==> config.mk <==
export PLATFORM = sky130hd
export DESIGN_NAME = time_set_entry_flat
export DESIGN_NICKNAME = d
export VERILOG_FILES = /design/src/rtl/time_set_entry_if.sv /design/src/rtl/time_set_entry.sv /design/src/flat_wrapper.sv
export SDC_FILE = /design/constraint.sdc
export NUM_CORES = 1
export LEC_CHECK = 0
export ABC_AREA = 1
export BUFFER_PORTS_ARGS = -buffer_cell sky130_fd_sc_hd__buf_2
export CAP_MARGIN = 20
export CORE_MARGIN = 4
export CORE_UTILIZATION = 45
export CTS_CLUSTER_DIAMETER = 80
export DETAILED_ROUTE_END_ITERATION = 8
export GPL_TIMING_DRIVEN = 0
export PLACE_DENSITY = 0.75
export SLEW_MARGIN = 5
export SYNTH_ARGS = -nofsm -noshare
export SYNTH_HDL_FRONTEND = slang
export SYNTH_SLANG_ARGS = --single-unit
==> constraint.sdc <==
create_clock -name clk4hz -period 2.9 [get_ports clk4hz]
set_input_delay 0.29 -clock clk4hz [delete_from_list [all_inputs] [get_ports clk4hz]]
set_output_delay 0.29 -clock clk4hz [all_outputs]
set_load 0.02 [all_outputs]
==> src/rtl/time_set_entry_if.sv <==
// Signal bundle between the time-entry controller and its surroundings:
// debounced buttons and live counter digits in, edited digits, load strobe,
// run enable, blink mask and state out.
interface time_set_entry_if;
  logic       mode_btn;
  logic       inc_btn;
  logic       dec_btn;
  logic [3:0] cur_min_ten;
  logic [3:0] cur_min_one;
  logic [3:0] cur_sec_ten;
  logic [3:0] cur_sec_one;
  logic [3:0] set_min_ten;
  logic [3:0] set_min_one;
  logic [3:0] set_sec_ten;
  logic [3:0] set_sec_one;
  logic       load_pulse;
  logic       running;
  logic [3:0] blink_mask;
  logic [1:0] state;

  // Environment side: buttons and live digits out, controller results in.
  modport master (
    output mode_btn, inc_btn, dec_btn,
    output cur_min_ten, cur_min_one, cur_sec_ten, cur_sec_one,
    input  set_min_ten, set_min_one, set_sec_ten, set_sec_one,
    input  load_pulse, running, blink_mask, state
  );

  // Controller side.
  modport slave (
    input  mode_btn, inc_btn, dec_btn,
    input  cur_min_ten, cur_min_one, cur_sec_ten, cur_sec_one,
    output set_min_ten, set_min_one, set_sec_ten, set_sec_one,
    output load_pulse, running, blink_mask, state
  );
endinterface

==> src/rtl/time_set_entry.sv <==
// Time-entry controller for the mm:ss counter. Captures the live time, lets
// the user edit minutes then seconds in BCD with hold-to-repeat, and hands
// the result back to the counter with a one-tick load strobe.
//
//   state   | meaning
//   --------+-------------------------------------------------------
//   RUN     | counter free-running, buttons other than mode ignored
//   SET_MIN | editing minutes, counter paused, minute digits blink
//   SET_SEC | editing seconds, counter paused, second digits blink
//   COMMIT  | single tick, load_pulse high, back to RUN next tick
module time_set_entry #(
  parameter int HOLD_TICKS    = 4,
  parameter int TIMEOUT_TICKS = 40
) (
  input logic             clk4hz,
  input logic             reset,
  time_set_entry_if.slave bus
);

  typedef enum logic [1:0] {
    RUN     = 2'b00,
    SET_MIN = 2'b01,
    SET_SEC = 2'b10,
    COMMIT  = 2'b11
  } state_t;

  // Hold counter saturates at the first repeating tick; every tick at the
  // saturation value produces one step.
  localparam int HW = $clog2(HOLD_TICKS + 3);
  localparam int IW = $clog2(TIMEOUT_TICKS + 1);
  localparam logic [HW-1:0] HOLD_SAT     = HW'(HOLD_TICKS + 2);
  localparam logic [IW-1:0] IDLE_LAST    = IW'(TIMEOUT_TICKS - 1);
  localparam logic [3:0]    MASK_MIN     = 4'b1100;
  localparam logic [3:0]    MASK_SEC     = 4'b0011;

  state_t        state_q;
  logic [3:0]    min_ten_q, min_one_q, sec_ten_q, sec_one_q;
  logic          load_q;
  logic          running_q;
  logic [3:0]    mask_q;
  logic          phase_q;
  logic [HW-1:0] hold_q;
  logic [IW-1:0] idle_q;
  logic          mode_prev, inc_prev, dec_prev;

  logic          mode_press, inc_press, dec_press;
  logic          editing;
  logic          single_btn;
  logic          active_press;
  logic [HW-1:0] hold_next;
  logic          step;
  logic          repeat_active;
  logic          idle_tick;
  logic          timeout_hit;
  logic [3:0]    field_ten, field_one;
  logic [7:0]    field_stepped;
  logic [3:0]    edit_mask;

  // Two-digit BCD increment over 00..59 with wrap to 00.
  function automatic logic [7:0] bcd59_inc(input logic [3:0] ten, input logic [3:0] one);
    logic [3:0] t, o;
    if (one == 4'd9) begin
      o = 4'd0;
      t = (ten == 4'd5) ? 4'd0 : ten + 4'd1;
    end else begin
      o = one + 4'd1;
      t = ten;
    end
    return {t, o};
  endfunction

  // Two-digit BCD decrement over 00..59 with wrap to 59.
  function automatic logic [7:0] bcd59_dec(input logic [3:0] ten, input logic [3:0] one);
    logic [3:0] t, o;
    if (one == 4'd0) begin
      o = 4'd9;
      t = (ten == 4'd0) ? 4'd5 : ten - 4'd1;
    end else begin
      o = one - 4'd1;
      t = ten;
    end
    return {t, o};
  endfunction

  // Edge detection, hold/repeat decision, idle timeout and the edited field.
  always_comb begin
    mode_press = bus.mode_btn & ~mode_prev;
    inc_press  = bus.inc_btn  & ~inc_prev;
    dec_press  = bus.dec_btn  & ~dec_prev;

    editing    = (state_q == SET_MIN) || (state_q == SET_SEC);
    single_btn = bus.inc_btn ^ bus.dec_btn;
    active_press = bus.inc_btn ? inc_press : dec_press;

    // A button already held when editing began never starts a repeat run
    // unless it is released and pressed again.
    hold_next = '0;
    if (editing && !mode_press && single_btn) begin
      if (active_press)
        hold_next = HW'(1);
      else if (hold_q == HOLD_SAT)
        hold_next = HOLD_SAT;
      else if (hold_q != '0)
        hold_next = hold_q + HW'(1);
    end

    step          = (hold_next == HW'(1)) || (hold_next == HOLD_SAT);
    repeat_active = (hold_next == HOLD_SAT);

    idle_tick   = editing && !(bus.mode_btn || bus.inc_btn || bus.dec_btn);
    timeout_hit = idle_tick && (idle_q == IDLE_LAST);

    if (state_q == SET_MIN) begin
      field_ten = min_ten_q;
      field_one = min_one_q;
      edit_mask = MASK_MIN;
    end else begin
      field_ten = sec_ten_q;
      field_one = sec_one_q;
      edit_mask = MASK_SEC;
    end

    field_stepped = bus.inc_btn ? bcd59_inc(field_ten, field_one)
                                : bcd59_dec(field_ten, field_one);
  end

  // Mode FSM with registered outputs, edit datapath and tick counters.
  always_ff @(posedge clk4hz) begin
    if (reset) begin
      state_q   <= RUN;
      min_ten_q <= 4'd0;
      min_one_q <= 4'd0;
      sec_ten_q <= 4'd0;
      sec_one_q <= 4'd0;
      load_q    <= 1'b0;
      running_q <= 1'b1;
      mask_q    <= 4'd0;
      phase_q   <= 1'b0;
      hold_q    <= '0;
      idle_q    <= '0;
      mode_prev <= 1'b1;
      inc_prev  <= 1'b1;
      dec_prev  <= 1'b1;
    end else begin
      mode_prev <= bus.mode_btn;
      inc_prev  <= bus.inc_btn;
      dec_prev  <= bus.dec_btn;
      hold_q    <= hold_next;

      case (state_q)
        RUN: begin
          load_q    <= 1'b0;
          running_q <= 1'b1;
          mask_q    <= 4'd0;
          phase_q   <= 1'b0;
          idle_q    <= '0;
          if (mode_press) begin
            state_q   <= SET_MIN;
            min_ten_q <= bus.cur_min_ten;
            min_one_q <= bus.cur_min_one;
            sec_ten_q <= bus.cur_sec_ten;
            sec_one_q <= bus.cur_sec_one;
            running_q <= 1'b0;
            phase_q   <= 1'b1;
            mask_q    <= MASK_MIN;
          end
        end

        SET_MIN, SET_SEC: begin
          load_q <= 1'b0;
          if (mode_press) begin
            idle_q <= '0;
            if (state_q == SET_MIN) begin
              state_q <= SET_SEC;
              phase_q <= 1'b1;
              mask_q  <= MASK_SEC;
            end else begin
              state_q   <= COMMIT;
              load_q    <= 1'b1;
              running_q <= 1'b1;
              phase_q   <= 1'b0;
              mask_q    <= 4'd0;
            end
          end else if (timeout_hit) begin
            // Abandon the edit silently: no load, counter resumes.
            state_q   <= RUN;
            running_q <= 1'b1;
            phase_q   <= 1'b0;
            mask_q    <= 4'd0;
            idle_q    <= '0;
          end else begin
            phase_q <= ~phase_q;
            idle_q  <= idle_tick ? idle_q + IW'(1) : '0;
            mask_q  <= (repeat_active || phase_q) ? 4'd0 : edit_mask;
            if (step) begin
              if (state_q == SET_MIN) begin
                min_ten_q <= field_stepped[7:4];
                min_one_q <= field_stepped[3:0];
              end else begin
                sec_ten_q <= field_stepped[7:4];
                sec_one_q <= field_stepped[3:0];
              end
            end
          end
        end

        COMMIT: begin
          state_q   <= RUN;
          load_q    <= 1'b0;
          running_q <= 1'b1;
          mask_q    <= 4'd0;
          phase_q   <= 1'b0;
          idle_q    <= '0;
        end

        default: state_q <= RUN;
      endcase
    end
  end

  assign bus.set_min_ten = min_ten_q;
  assign bus.set_min_one = min_one_q;
  assign bus.set_sec_ten = sec_ten_q;
  assign bus.set_sec_one = sec_one_q;
  assign bus.load_pulse  = load_q;
  assign bus.running     = running_q;
  assign bus.blink_mask  = mask_q;
  assign bus.state       = state_q;

endmodule
==> src/flat_wrapper.sv <==
// flat-port wrapper written by rule: the top's interface ports become plain ports
module time_set_entry_flat 
#(
  parameter int HOLD_TICKS    = 4,
  parameter int TIMEOUT_TICKS = 40
)
  (clk4hz, reset, bus_mode_btn, bus_inc_btn, bus_dec_btn, bus_cur_min_ten, bus_cur_min_one, bus_cur_sec_ten, bus_cur_sec_one, bus_set_min_ten, bus_set_min_one, bus_set_sec_ten, bus_set_sec_one, bus_load_pulse, bus_running, bus_blink_mask, bus_state);
  time_set_entry_if bus_i ();
  input logic clk4hz;
  input logic reset;
  input wire logic [$bits(bus_i.mode_btn)-1:0] bus_mode_btn;
  input wire logic [$bits(bus_i.inc_btn)-1:0] bus_inc_btn;
  input wire logic [$bits(bus_i.dec_btn)-1:0] bus_dec_btn;
  input wire logic [$bits(bus_i.cur_min_ten)-1:0] bus_cur_min_ten;
  input wire logic [$bits(bus_i.cur_min_one)-1:0] bus_cur_min_one;
  input wire logic [$bits(bus_i.cur_sec_ten)-1:0] bus_cur_sec_ten;
  input wire logic [$bits(bus_i.cur_sec_one)-1:0] bus_cur_sec_one;
  output wire logic [$bits(bus_i.set_min_ten)-1:0] bus_set_min_ten;
  output wire logic [$bits(bus_i.set_min_one)-1:0] bus_set_min_one;
  output wire logic [$bits(bus_i.set_sec_ten)-1:0] bus_set_sec_ten;
  output wire logic [$bits(bus_i.set_sec_one)-1:0] bus_set_sec_one;
  output wire logic [$bits(bus_i.load_pulse)-1:0] bus_load_pulse;
  output wire logic [$bits(bus_i.running)-1:0] bus_running;
  output wire logic [$bits(bus_i.blink_mask)-1:0] bus_blink_mask;
  output wire logic [$bits(bus_i.state)-1:0] bus_state;
  assign bus_i.mode_btn = bus_mode_btn;
  assign bus_i.inc_btn = bus_inc_btn;
  assign bus_i.dec_btn = bus_dec_btn;
  assign bus_i.cur_min_ten = bus_cur_min_ten;
  assign bus_i.cur_min_one = bus_cur_min_one;
  assign bus_i.cur_sec_ten = bus_cur_sec_ten;
  assign bus_i.cur_sec_one = bus_cur_sec_one;
  assign bus_set_min_ten = bus_i.set_min_ten;
  assign bus_set_min_one = bus_i.set_min_one;
  assign bus_set_sec_ten = bus_i.set_sec_ten;
  assign bus_set_sec_one = bus_i.set_sec_one;
  assign bus_load_pulse = bus_i.load_pulse;
  assign bus_running = bus_i.running;
  assign bus_blink_mask = bus_i.blink_mask;
  assign bus_state = bus_i.state;
  time_set_entry #(.HOLD_TICKS(HOLD_TICKS), .TIMEOUT_TICKS(TIMEOUT_TICKS)) u_core (.clk4hz(clk4hz), .reset(reset), .bus(bus_i));
endmodule
==> impl_metrics.py, run 1 <==
metrics = {
    "clock_tree": {
        "cts.hold.buffers_added": 0,
        "cts.repair.resized": 0,
        "post-cts-setup-buffer-count": 0,
        "clk_latency_ns": 0.30,
        "clock_path_buffers": 2,
        "cts_inserted_buffers": 5,
        "cts_tree": "built",
        "clk_pin_slew_worst_paths_ns": 0.08,
        "htreeDepth": 2,
        "cts-root-buf": "clkbuf_8",
        "cts_num_sinks": 35,
    },
    "yosys": {
        "synth_seq_area_share_pct": 29.2,
        "yosys_warnings": 0,
        "postSynthAreaPerCell_sq_um": 6.25,
        "synth_area_sq_um": 2400,
        "yosysUniqueCellTypes": 33,
        "synth-seq-cells": 35,
        "syn_nets": 413,
        "synthCells": 384,
    },
    "cells_and_area": {
        "nets": 463,
        "layout_common_cells": "nand2_1 (134), nor2_1 (54), buf_2 (44)",
        "nFillCells": 549,
        "diodes": 0,
        "drive_gt1_share_pct": 22.8,
        "ff_latch_area_sq_um": 701,
        "final_common_cell": "nand2_1",
        "area_growth_pct": 16.7,
        "multiInputGateArea_sq_um": 1450,
        "final_core_util_pct": 54.5,
    },
    "floorplanning": {
        "chipWidth_microns": 81.0,
        "initial_core_util_pct": 46.7,
        "rows": 26,
        "core_sq_um": 5140,
        "dieArea_sq_um": 6570,
        "pin_count": 45,
        "die_y_microns": 81.0,
    },
    "grt": {
        "grt_use_total_pct": 19.8,
        "antenna_found_initial": 0,
        "grt_pass1_wl_microns": 10100,
        "grt-ovfl-total": 0,
        "grt_pass1_vias": 2217,
        "grt_max_degree": 13,
    },
    "sta": {
        "layout_min_cycle_time_ns": 2.15,
        "max_freq_mhz": 466,
        "finalMaxSlewViolations": 0,
        "rsz0062_at_grt": "false",
        "fin_ws_ns": 0.752,
        "finalClockSkew_ns": 0.00386,
        "relSlewSlack_pct": 60.4,
        "finalHoldViolations": 0,
        "setup-violations-final": 0,
        "tns_ns": 0,
        "finalCritPeriodShare_pct": 74.1,
        "worst_pin_slew_ns": 0.595,
    },
    "worst_setup_path": {
        "worstReg2RegEnd": "u_core.bus.set_min_ten[3]$_SDFFE_PP0P_",
        "endpoint": "u_core.bus.set_min_ten[3]$_SDFFE_PP0P_",
        "critPathLaunchType": "flip-flop",
        "cp_max_fo": 10,
        "r2r_cells": 10,
        "critical_path_class": "flip-flop to flip-flop",
        "worstPathArrival_ns": 2.34,
        "endpoint_kind": "flip-flop",
        "ff2ff_setup_slack_ns": 0.75,
        "cp.required_ns": 3.09,
        "regToRegStartpoint": "u_core.bus.state[0]$_SDFFE_PP0P_",
        "crit_start": "u_core.bus.state[0]$_SDFFE_PP0P_",
    },
    "detailed_routing": {
        "drtIter0Drc": 216,
        "via_count": 2444,
        "first_pass_iters": 4,
        "met1_length_microns": 2770,
        "drc": 0,
        "routedWlPerCell_microns": 11.7,
        "routed_wl_microns": 5920,
        "wl_met3_microns": 424,
        "drtAntennaViolNets": 0,
        "met2_length_microns": 2560,
        "viasPerCell": 4.84,
        "top_layer": "met4",
    },
    "run": {
        "max-cap-violations": 0,
    },
    "worst_hold_path": {
        "hold_class": "primary input to flip-flop",
        "min_from": "bus_mode_btn",
    },
    "place": {
        "dpl.hpwl_microns": 4490,
        "place_congestion": 0.925,
        "place_ws_ns": 0.782,
        "io_buffers": 43,
    },
    "outcome": {
        "outcome": "completed",
    },
    "power": {
        "leakage_nw": 1.44,
        "ir_worst_vdd_mv": 0.262,
        "power_density_nw_per_um2": 566,
    },
}
-- critical path, stage by stage (launching register included) --
cell	delay, ns
dfxtp_1	0.41
inv_1	0.10
ha_1	0.44
nand2_1	0.15
nor2_4	0.14
nand4_1	0.20
nand2_4	0.17
buf_8	0.15
nand3_1	0.07
nor2_1	0.15
nor2_1	0.05
-- power by group --
group | switching (mW) | internal (mW)
Sequential | 0.0276 | 0.520
Combinational | 0.436 | 0.214
Clock | 0.195 | 0.194
-- per-stage QoR --
| step | power (mW) | instances | cell area, sq um | hold WS, ns |
|---|---|---|---|---|
| 3_5_place_dp | 1.20 | 497 | 2700 | 0.438 |
| 5_1_grt | 1.71 | 505 | 2800 | 0.234 |
| 3_3_place_gp | 1.19 | 497 | 2700 | 0.432 |
| 2_1_floorplan | 1.05 | 384 | 2400 | 0.387 |
| 4_1_cts | 1.59 | 505 | 2800 | 0.220 |
| 6_report | 1.59 | 505 | 2800 | 0.222 |
-- layout make-up --
class | instances | share of cell area (%)
plain buffers | 11 | 2.99
clock buffers | 6 | 2.95
clock inverters | 2 | 0.581
inverters | 44 | 6.07
multi-input cells | 294 | 51.6
flip-flops and latches | 35 | 25.0
well taps | 70 | 3.13
repair buffers | 43 | 7.68
-- how the worst min path moves through the flow --
stage | end | cells after the start
after floorplan | u_core.mode_prev$_SDFF_PP1_ | 2
after detailed placement | u_core.idle_q[0]$_SDFF_PP0_ | 1
final | u_core.mode_prev$_SDFF_PP1_ | 3
after global placement | u_core.idle_q[0]$_SDFF_PP0_ | 1
after CTS | u_core.mode_prev$_SDFF_PP1_ | 3
after global routing | u_core.mode_prev$_SDFF_PP1_ | 3
-- kinds of logic after synthesis --
logic type,after synthesis,synth area share (%)
adders and majority gates,8,4.17
DFF,35,29.2
xor gates and xnor gates,1,0.365
AOI/OAI and AO/OA,33,8.19
and+or+nand+nor,252,47.5
buffers and inverters,55,10.6
-- Yosys cell counts (all sizes together) --
master,instances,area [sq um]
buf,7,68.8
nand3,28,160
nor2,63,274
a21oi,10,61.3
o21ai,21,120
inv,43,166
xnor2,1,8.76
nor4,2,12.5
clkbuf,4,15.0
nand4,4,25.0
nand2,149,627
ha,8,100
and3,1,6.26
a211oi,1,7.51
dfxtp,35,701
a21boi,1,7.51
nor3b,2,15.0
clkinv,1,3.75
nand3b,2,15.0
nor3,1,5.00
-- state kept, by name (all words and copies together) (netlist names) --
signal	count
u_core.bus.set_sec_ten	4
u_core.hold_q	3
u_core.bus.blink_mask	2
u_core.bus.load_pulse	1
u_core.idle_q	6
u_core.inc_prev	1
u_core.dec_prev	1
u_core.bus.set_min_ten	4
u_core.bus.running	1
u_core.phase_q	1
u_core.bus.state	2
u_core.mode_prev	1
u_core.bus.set_sec_one	4
u_core.bus.set_min_one	4
-- routing by layer --
layer  track usage [%]  up-vias
met5                 0        -
met3              3.66       11
met4              10.3        0
met2              30.5       90
li1                  -     1298
met1              26.2     1045
No activity file was read; power rests on OpenSTA's default activity.
==> run 2: changes to the inputs <==
Settings changed: PLACE_DENSITY 0.75 to 0.77.
Clock period 2.9 ns to 1.95 ns, I/O delays scaled along.
==> impl_metrics.py, run 2 (same netlist as run 1, synthesis figures left out) <==
metrics = {
    "cells_and_area": {
        "final_common_cell": "nand2_1",
        "nets": 474,
        "ff_latch_area_sq_um": 707,
        "diodes": 0,
        "multiInputGateArea_sq_um": 1540,
        "regMostFlops": "u_core.idle_q",
        "nFillCells": 506,
        "largest_register_ffs": 6,
        "layout_common_cells": "nand2_1 (129), nor2_1 (51), buf_2 (43)",
        "drive_gt1_share_pct": 29.1,
        "area_growth_pct": 26.4,
    },
    "detailed_routing": {
        "viasPerCell": 4.94,
        "top_layer": "met4",
        "first_pass_iters": 5,
        "routed_wl_microns": 6600,
        "met1_length_microns": 2870,
        "met2_length_microns": 3110,
        "drtAntennaViolNets": 0,
        "drc": 0,
        "drtIter0Drc": 201,
        "routedWlPerCell_microns": 12.8,
        "wl_met3_microns": 461,
        "via_count": 2550,
    },
    "worst_setup_path": {
        "crit_chain": "inv_2 -> ha_4 -> inv_8 -> nand2_1 -> nand2_2 -> nor2_2 -> nand2_2 -> o21ai_2 -> nand2_1 -> nor2_1 -> nor2_1 -> nor2_1 -> nor2_1",
        "endpoint_kind": "flip-flop",
        "cp_max_fo": 8,
        "critPathSlowestCell": "dfxtp_2",
        "worstPathArrival_ns": 2.07,
        "cp.required_ns": 2.15,
        "critPathTopFamily": "simple AND/OR/NAND/NOR gates",
        "cp.buffers_inverters": 2,
        "path_common_cell": "nor2_1",
        "max_stage_delay_ns": 0.33,
        "critPathLaunchType": "flip-flop",
        "critical_path_class": "flip-flop to flip-flop",
    },
    "sta": {
        "layout_min_cycle_time_ns": 1.87,
        "relSlewSlack_pct": 60.8,
        "rsz0062_at_grt": "true",
        "setup-violations-final": 0,
        "max_freq_mhz": 534,
        "finalClockSkew_ns": 0.00843,
        "finalMaxSlewViolations": 0,
        "finalCritPeriodShare_pct": 96.1,
        "worst_pin_slew_ns": 0.589,
        "tns_ns": 0,
        "finalHoldViolations": 0,
    },
    "floorplanning": {
        "core_sq_um": 5140,
        "die_y_microns": 81.0,
        "dieArea_sq_um": 6570,
        "rows": 26,
        "pin_count": 45,
        "initial_core_util_pct": 46.7,
        "chipWidth_microns": 81.0,
    },
    "clock_tree": {
        "clock_path_buffers": 2,
        "clk_pin_slew_worst_paths_ns": 0.08,
        "cts_inserted_buffers": 5,
        "cts_tree": "built",
        "htreeDepth": 2,
        "cts-root-buf": "clkbuf_8",
        "clk_latency_ns": 0.30,
        "cts_num_sinks": 35,
    },
    "place": {
        "dpl.hpwl_microns": 4480,
        "io_buffers": 43,
        "place_congestion": 0.917,
    },
    "power": {
        "p_total_mw": 2.66,
        "ir_worst_vdd_mv": 0.476,
        "leakage_nw": 1.54,
        "power_density_nw_per_um2": 875,
    },
    "grt": {
        "grt-ovfl-total": 0,
        "antenna_found_initial": 0,
        "grt_use_total_pct": 20.1,
        "grt_pass1_vias": 2268,
        "grt_max_degree": 14,
        "grt_pass1_wl_microns": 10300,
    },
    "run": {
        "max-cap-violations": 0,
    },
    "outcome": {
        "outcome": "completed",
    },
    "worst_hold_path": {
        "hold_class": "primary input to flip-flop",
    },
}
-- run 2: worst paths after layout --
| path | cells after the start | slack (ns) | from | to |
|---|---|---|---|---|
| max reg2reg | 13 | 0.08 | u_core.bus.state[1]$_SDFFE_PP0P_ | u_core.bus.set_min_ten[1]$_SDFFE_PP0P_ |
| min reg2reg | 1 | 0.46 | u_core.idle_q[0]$_SDFF_PP0_ | u_core.idle_q[0]$_SDFF_PP0_ |
| max | 13 | 0.08 | u_core.bus.state[1]$_SDFFE_PP0P_ | u_core.bus.set_min_ten[1]$_SDFFE_PP0P_ |
| min | 3 | 0.12 | bus_mode_btn | u_core.mode_prev$_SDFF_PP1_ |
-- run 2: worst min-delay path, delay by kind of cell --
family                 cells  cell delay (ns)
buffers and inverters      2             0.15
AND/OR/NAND/NOR            1             0.05
-- run 2: metal layers --
metal  track usage [%]  vias up
met2              33.7      100
li1                  -     1319
met3              3.88       15
met4              8.78        0
met5                 0        -
met1              24.9     1116
-- run 2: power by group --
part           switching [mW]  internal [mW]  leakage (nW)  total [mW]
clock                   0.304          0.388        0.0587       0.691
sequential             0.0459          0.775         0.287       0.821
combinational           0.721          0.423          1.19        1.14
-- run 2: area by class of cell --
type / instances / share of cell area, %
multi-input cells: 294 / 50.6
flip-flops and latches: 35 / 23.3
repair buffers: 56 / 10.9
inverters: 44 / 5.77
well taps: 70 / 2.89
plain buffers: 9 / 2.68
clock buffers: 5 / 2.27
clock inverters: 3 / 1.57
-- run 2: per-stage QoR --
step / setup slack [ns] / std cells / utilization, % / instance area [sq um] / hold slack [ns]
after floorplan: 0.00349 / 384 / - / 2400 / 0.292
after global placement: -0.181 / 497 / 52.6 / 2700 / 0.425
after detailed placement: -0.218 / 497 / 52.6 / 2700 / 0.423
after CTS: 0.00418 / 509 / 56.3 / 2890 / 0.110
after global routing: -0.0607 / 516 / 59.0 / 3030 / 0.122
final: 0.0760 / 516 / 59.0 / 3030 / 0.115
-- run 2: what timing repair did --
item	CTS	global route
pin swaps	6	16
setup buffers	4	8
hold buffers	0	0
endpoints found under the hold margin	0	0
gates cloned	0	1
gates resized for setup	13	23
setup endpoints to repair	16	17
